==> src/rtl/acc_seq.sv <==
// acc_seq: frame accumulator. Sums an unsigned operand stream into an
// aw = width+guard bit accumulator, counts terms (saturating), flags carry-out
// and presents the frame result on a valid/ready output until consumed.
// Optional feature macro: ACC_SAT_EN (clamp the accumulator on overflow
// instead of wrapping).
module acc_seq #(
  parameter int unsigned width     = 16,
  parameter int unsigned guard     = 4,
  parameter int unsigned cnt_width = 8
) (
  input  logic                       clk,
  input  logic                       rst,
  input  logic                       in_valid,
  output logic                       in_ready,
  input  logic [width-1:0]           in_data,
  input  logic                       in_last,
  output logic                       out_valid,
  input  logic                       out_ready,
  output logic [width+guard-1:0]     out_sum,
  output logic [cnt_width-1:0]       out_count,
  output logic                       out_ovf
);

  localparam int unsigned aw = width + guard;

  typedef enum logic [1:0] {
    IDLE  = 2'd0,
    ACCUM = 2'd1,
    HOLD  = 2'd2
  } state_t;

  state_t               r_state;
  logic [aw-1:0]        r_acc;
  logic [cnt_width-1:0] r_count;
  logic                 r_ovf;
  logic                 r_in_ready;
  logic                 r_out_valid;
  logic [aw-1:0]        r_out_sum;
  logic [cnt_width-1:0] r_out_count;
  logic                 r_out_ovf;

  logic                 w_accept;
  logic [aw:0]          w_sum;
  logic                 w_carry;
  logic [aw-1:0]        w_acc_next;
  logic [aw-1:0]        w_first;
  logic [cnt_width-1:0] w_cnt_next;
  logic                 w_ovf_next;

  // Accept only when ready; ready is a registered copy of "not in HOLD".
  assign w_accept = in_valid & r_in_ready;

  // One extra bit so the carry out of the accumulator is visible.
  assign w_sum   = {1'b0, r_acc} + (aw+1)'(in_data);
  assign w_carry = w_sum[aw];
  assign w_first = aw'(in_data);

`ifdef ACC_SAT_EN
  // Once the frame has overflowed, the accumulator stays pinned at full scale.
  assign w_acc_next = (r_ovf | w_carry) ? {aw{1'b1}} : w_sum[aw-1:0];
`else
  // Wrap modulo 2^aw; the sticky flag still records the overflow.
  assign w_acc_next = w_sum[aw-1:0];
`endif

  assign w_ovf_next = r_ovf | w_carry;

  // Term counter sticks at its maximum instead of wrapping.
  assign w_cnt_next = (r_count == {cnt_width{1'b1}}) ? r_count
                                                     : r_count + cnt_width'(1);

  // Frame FSM with accumulator, counter and registered output ports.
  always_ff @(posedge clk or posedge rst) begin
    if (rst) begin
      r_state     <= IDLE;
      r_acc       <= '0;
      r_count     <= '0;
      r_ovf       <= 1'b0;
      r_in_ready  <= 1'b1;
      r_out_valid <= 1'b0;
      r_out_sum   <= '0;
      r_out_count <= '0;
      r_out_ovf   <= 1'b0;
    end else begin
      case (r_state)
        IDLE: begin
          if (w_accept) begin
            r_acc   <= w_first;
            r_count <= cnt_width'(1);
            r_ovf   <= 1'b0;
            if (in_last) begin
              r_state     <= HOLD;
              r_in_ready  <= 1'b0;
              r_out_valid <= 1'b1;
              r_out_sum   <= w_first;
              r_out_count <= cnt_width'(1);
              r_out_ovf   <= 1'b0;
            end else begin
              r_state <= ACCUM;
            end
          end
        end
        ACCUM: begin
          if (w_accept) begin
            r_acc   <= w_acc_next;
            r_count <= w_cnt_next;
            r_ovf   <= w_ovf_next;
            if (in_last) begin
              r_state     <= HOLD;
              r_in_ready  <= 1'b0;
              r_out_valid <= 1'b1;
              r_out_sum   <= w_acc_next;
              r_out_count <= w_cnt_next;
              r_out_ovf   <= w_ovf_next;
            end
          end
        end
        HOLD: begin
          if (out_ready) begin
            r_state     <= IDLE;
            r_in_ready  <= 1'b1;
            r_out_valid <= 1'b0;
            r_out_sum   <= '0;
            r_out_count <= '0;
            r_out_ovf   <= 1'b0;
          end
        end
        default: begin
          r_state     <= IDLE;
          r_in_ready  <= 1'b1;
          r_out_valid <= 1'b0;
          r_out_sum   <= '0;
          r_out_count <= '0;
          r_out_ovf   <= 1'b0;
        end
      endcase
    end
  end

  assign in_ready  = r_in_ready;
  assign out_valid = r_out_valid;
  assign out_sum   = r_out_sum;
  assign out_count = r_out_count;
  assign out_ovf   = r_out_ovf;

endmodule

==> config.mk <==
export PLATFORM = sky130hd
export DESIGN_NAME = acc_seq
export DESIGN_NICKNAME = d
export VERILOG_FILES = /design/src/rtl/acc_seq.sv
export SDC_FILE = /design/constraint.sdc
export NUM_CORES = 1
export LEC_CHECK = 0
export CORE_ASPECT_RATIO = 0.75
export CORE_MARGIN = 4
export CORE_UTILIZATION = 58
export DETAILED_ROUTE_END_ITERATION = 16
export DONT_BUFFER_PORTS = 1
export PLACE_DENSITY = 0.76
export SYNTH_ARGS = -nofsm -noshare
export SYNTH_HDL_FRONTEND = slang
export SYNTH_SLANG_ARGS = --single-unit
==> constraint.sdc <==
create_clock -name clk -period 2.4 [get_ports clk]
set_input_delay 0.12 -clock clk [delete_from_list [all_inputs] [get_ports clk]]
set_output_delay 0.12 -clock clk [all_outputs]
set_load 0.01 [all_outputs]
After elaboration in Yosys (flattened, before gate mapping)

Index checks and enable logic that the tools add are counted.

Register bits after elaboration: 62
Logic and storage cells: 69
Output and inout bits: 31

Equal/unequal tests: 10
Add/sub/neg operators: 2
Muxes and demuxes: 39
Bitwise gates (word level): 2
Reduce and logical (&&, ||, !) cells: 7

Operator list:

| kind                                                                   | number |
|---|---|
| 20-bit 2-to-1 mux                                                      | 7 |
| 8-bit 2-to-1 mux                                                       | 8 |
| 20-bit case mux with 3 select lines                                    | 1 |
| 20-bit case mux with 2 select lines                                    | 1 |
| 8-bit case mux with 3 select lines                                     | 1 |
| 20-bit by 16-bit adder with 21-bit output                              | 1 |
| 8-bit case mux with 2 select lines                                     | 1 |
| 1-bit 2-to-1 mux                                                       | 10 |
| 2-bit 2-to-1 mux                                                       | 5 |
| 2-bit != test (second input constant)                                  | 5 |
| 8-bit by 1-bit adder with 8-bit output (second input constant)         | 1 |
| 8-bit equality test (second input constant)                            | 1 |
| 1-bit case mux with 2 select lines                                     | 3 |
| 2-bit case mux with 3 select lines                                     | 1 |
| 3-bit AND reduction                                                    | 2 |
| 5-bit AND reduction                                                    | 1 |
| 2-bit by 1-bit != test with 1-bit output (second input constant)       | 2 |
| 4-bit AND reduction                                                    | 1 |
| 1-bit case mux with 3 select lines                                     | 1 |
| 2-bit by 1-bit equality test with 1-bit output (second input constant) | 1 |
| 2-bit equality test (second input constant)                            | 1 |
| 2-bit logical NOT                                                      | 1 |
| 2-bit nonzero test                                                     | 1 |
| 2-bit OR reduction                                                     | 1 |
| 2 further kinds                                                        | 2 |

Logic depth before layout (Yosys ltp)

Depth after elaboration: 5
Gate-level depth with buffers: 9
Mapped depth without buffers: 9

Least setup slack after synthesis

OpenSTA, ideal clock, no wires.

Path type: register -> register
Start: register r_acc[0]
End: register r_acc[14]
Period minus slack after synthesis: 2.329 ns
Cell stages (with the launch flop): 10
Slack: 0.071 ns
Setup time: 0.072 ns
Path buffers: 0
Required time: 2.328 ns
Data arrival time: 2.257 ns
Path through: dfrtp_1 ha_1 fa_1 a21o_1 nand4_1 a211oi_1 or2_2 a31oi_1 mux2_2 nor2_1

Longest elaborated chain between the ends: 3

RTL lines:

| what                                      | RTL line | RTL |
|---|---|---|
| from (decl)                               | 33       | `logic [aw-1:0] r_acc;` |
| from (signal assigned)                    | 88       | `r_acc <= w_first;` |
| from (signal assigned)                    | 105      | `r_acc <= w_acc_next;` |
| 20-bit by 16-bit adder with 21-bit output | 54       | `assign w_sum = {1'b0, r_acc} + (aw+1)'(in_data);` |
| 20-bit 2-to-1 mux                         | 104      | `if (w_accept) begin` |
| 20-bit case mux with 2 select lines       | 85       | `case (r_state)` |

Every way passes these cells. The select of a mux whose other input is x is not followed.
A chain may end at the register's enable or synchronous reset.

Worst setup path in the final report

Start: register r_acc[1]
End: register r_out_sum[19], in the netlist out_sum[19]

Longest elaborated chain between the ends: 4

RTL lines:

| what                                      | RTL line | RTL |
|---|---|---|
| 20-bit by 16-bit adder with 21-bit output | 54       |  |
| 20-bit 2-to-1 mux                         | 108      | `if (in_last) begin` |
| 20-bit 2-to-1 mux                         | 104      |  |
| 20-bit case mux with 3 select lines       | 85       |  |
| to (signal assigned)                      | 95       | `r_out_sum <= w_first;` |
| to (signal assigned)                      | 112      | `r_out_sum <= w_acc_next;` |
| to (decl)                                 | 38       | `logic [aw-1:0] r_out_sum;` |

Every way passes these cells. The select of a mux whose other input is x is not followed.

==> impl_results.md <==
- Fin nets: approximately 500
- WP data required: 2680 ps
- Max Slew Vio Count: 0
- Final ANT Viol Nets: 0
- Final Skew: 14.87 ps
- Worst-skew pair later-pin latency: 360 ps
- Headroom to the max-slew limit: ~60%
- Diodes inserted: 0
- XOR/XNOR Fraction of Synth Area: under 10%
- Synth Area in Compound Gates: between 20% and 30%
- Post-Synth Adder-Cell Area: 6.376%
- Comb pwr share: 5.5%
- Seq pwr share: between 50% and 60%
- Largest net degree at the start of global routing: 39
- CTS clk-pin slew, worst paths: around 70 ps
- Core box area: 5946 um^2
- Critical Path Source: r_acc[1]
- Worst Path Arrival: ~2600 ps
- Net Sw Frac: approximately a quarter
- Max Cap Viol: 0
- Die W: between 90 and 100 um
- Hpwl dp: roughly 6700 um
- Routed length per instance: roughly 18 um
- Clk pwr share: between 40 and 50%
- Largest family of logic cells by synthesized area: compound AO/OA/AOI/OAI gates
- EDFF count, synth: 0
- Sink Count: just over 60
- Gr usage total: 27.07%
- GRT overflow: 0
- Area share of the largest cell type after synthesis: a little over two fifths
- Reg2Reg Launch Point: r_acc[1]
- Placement Cell Area: 3810 um^2
- Status: finished clean
- Initial antenna violation count: 0
- Pwr Density: between 400 and 500 nW/um^2
- Seq/Total Area, Yosys: 42.54%
- Cell area after layout: between 4000 and 5000 um^2
- Commonest cells post-synth: nand2_1 (62), dfrtp_1 (61), a21oi_1 (52), nor2_1 (43), o21ai_0 (37)
- CP max FO: 5
- Hold Violations, Final: 0
- Worst IR Drop VDD: 0.0004015 V
- Syn Inst Count: between 400 and 500
- Final period util: a little over nine tenths
- RSZ-0062 raised after global routing: true
- Most used DFF post-synth: dfrtp_1
- Vias: approximately 3400
- FMAX: between 0.4 and 0.5 GHz
- Synth area leader: dfrtp_1
- Final Critical Period: about 2300 ps
- Simple-gate share of the synthesized area: between 15 and 20%
- Psw: between 0.0005 and 0.0006 W
- Setup Viol. Count Final: 0
- Synthesized area: 3650 um^2
- Yosys warning count: 0
- Port Buffers: 0
- Area grow syn2layout: 17.48%
- GPL Wtd Cong: roughly 0.94
- Syn_nets: ~460
- Initial core utilization: 61.38%
- Share of synthesized registers carrying an async set or reset: 100.0%
- Vias in the first global route: 3299
- CTS max path bufs: 2
- Int Power: roughly 0.0016 W
- Num rows: 24
- Worst hold path class: in -> reg
- Total Routed Length: slightly below 10000 um
- Reg2Reg Depth: 8
- CP endpoint kind: flop
- Die H: ~77 um
- IO Count: 52
- Drt pass-1 iters: 7
- CTS Root Buffer Type: clkbuf_8
- DR iter-0 viols: 262
- Die Area: between 7000 and 8000 um^2
- Residual DRC: 0
- Post-Syn Area per Cell: 8.690 um^2
- Reg-to-reg endpoint: out_sum[19]
- Count leader, synth: nand2_1
- Post-synthesis register bit count: 62
- Worst-Margin Slew: a little over 600 ps
- Final core occ: around 72%
- Layout cells sized above 1: roughly 13%
- Mux cell area share after synthesis: 0.8570%
- Via/cell ratio: 6.298
- Worst Path Class, Setup: reg -> reg
- CTS buffer count: 9
- Leak pwr: slightly above 2 nW
- Critical path endpoint: out_sum[19]
- Yosys cell types: 54
- First-pass GRT wire length: 16440 um
- CTS tree: done
- Largest cells by area after synthesis: dfrtp_1 (42%), a21oi_1 (7.1%), nand2_1 (6.4%)
- Startpoint types: flop
- H-tree Lvls: 3
- Flop2flop setup slack: 60 ps
[metal layers]
| layer | up-vias | track usage [%] | routed length, um |
|---|---|---|---|
| met2 | 145 | 39.28 | 4257 |
| met4 | 0 | 12.01 | 301 |
| li1 | 1574 | - | - |
| met5 | - | 0 | 0 |
| met1 | 1607 | 37.00 | 4304 |
| met3 | 31 | 8.613 | 968 |
[registers in the layout, indices dropped and copies added (netlist names)]
name / flops
in_ready: 1
out_sum: 20
r_state: 2
out_valid: 1
r_ovf: 1
r_count: 8
out_count: 8
out_ovf: 1
r_acc: 20
[placed cells by master (no fill, tap or decap), types with 9 or more instances in the layout]
master	count
nor2_1	43
o21ai_0	33
xnor2_1	9
a21o_1	11
dfrtp_1	61
a21oi_1	51
dlygate4sd3_1	21
buf_4	17
nand2_1	61
xor2_1	10
nand3_1	9
ha_1	15
clkbuf_8	9
[how the worst min path moves through the flow]
| stage | from | endpoint | slack (ps) | depth (start not counted) |
|---|---|---|---|---|
| global placement | rst | out_sum[1] | 80 | 1 |
| global route | in_data[10] | r_acc[10] | 10 | 2 |
| CTS | in_data[9] | r_acc[9] | 10 | 2 |
| finish | in_data[9] | r_acc[9] | 4 | 2 |
| floorplan | in_last | r_state[0] | 230 | 1 |
| detailed placement | rst | out_sum[1] | 80 | 1 |
[cell families (layout without fill, tap and decap cells)]
kind of cell | count (synthesis) | after routing
AO/OA/AOI/OAI | 148 | 148
AND/OR/NAND/NOR | 143 | 143
flip-flops | 62 | 62
buffers and inverters | 27 | 62
XOR/XNOR | 19 | 19
adder cells (fa/ha/maj) | 18 | 18
multiplexers | 3 | 3
[final cells by class]
cell class / count / area [um^2]
multi-input cells: 331 / 2041
fillers: 455 / 1658
flip-flops and latches: 62 / 1553
repair buffers: 40 / 377.9
clock buffers: 9 / 123.9
well taps: 78 / 97.59
clock inverters: 7 / 72.57
inverters: 6 / 22.52
[stage by stage]
step | TNS [ps] | total power [W] | setup slack, ps | hold WS [ps] | instances
3_3_place_gp | 0 | 0.001144 | 20.71 | 77.40 | 493
3_5_place_dp | 0 | 0.001146 | 5.156 | 78.85 | 493
5_1_grt | -75.78 | 0.002163 | -25.88 | 10.55 | 533
4_1_cts | 0 | 0.002095 | 27.89 | 9.609 | 530
6_report | 0 | 0.002085 | 63.60 | 3.670 | 533
2_1_floorplan | 0 | 0.001126 | 71.30 | 231.1 | 420
[power groups by stage]
stage	Sequential [W]	Clock, W	Combinational, W
final	0.00104	0.000926	0.000115
after global routing	0.00104	0.000992	0.000127
after CTS	0.00104	0.000938	0.000113
after detailed placement	0.00106	0	0.0000812
after global placement	0.00106	0	0.0000793
after floorplan	0.00106	0	0.0000617
[worst max-delay path: stages, from the launching register on]
cell,delay [ps]
dfrtp_1,410
ha_1,280
a21o_1,140
and4_4,260
o32ai_2,110
o31a_4,320
nand2b_4,170
or4_1,480
nand3_1,90
[repair_timing]
item / 4_1_cts / 5_1_grt
gates resized for setup: 3 / 13
cloned: 0 / 0
endpoints found under the setup margin: 2 / 13
endpoints found under the hold margin: 53 / 0
setup buffers: 0 / 3
hold buffers: 21 / 0
pin swaps: 0 / 6
Power figures use the tool's default switching activity.
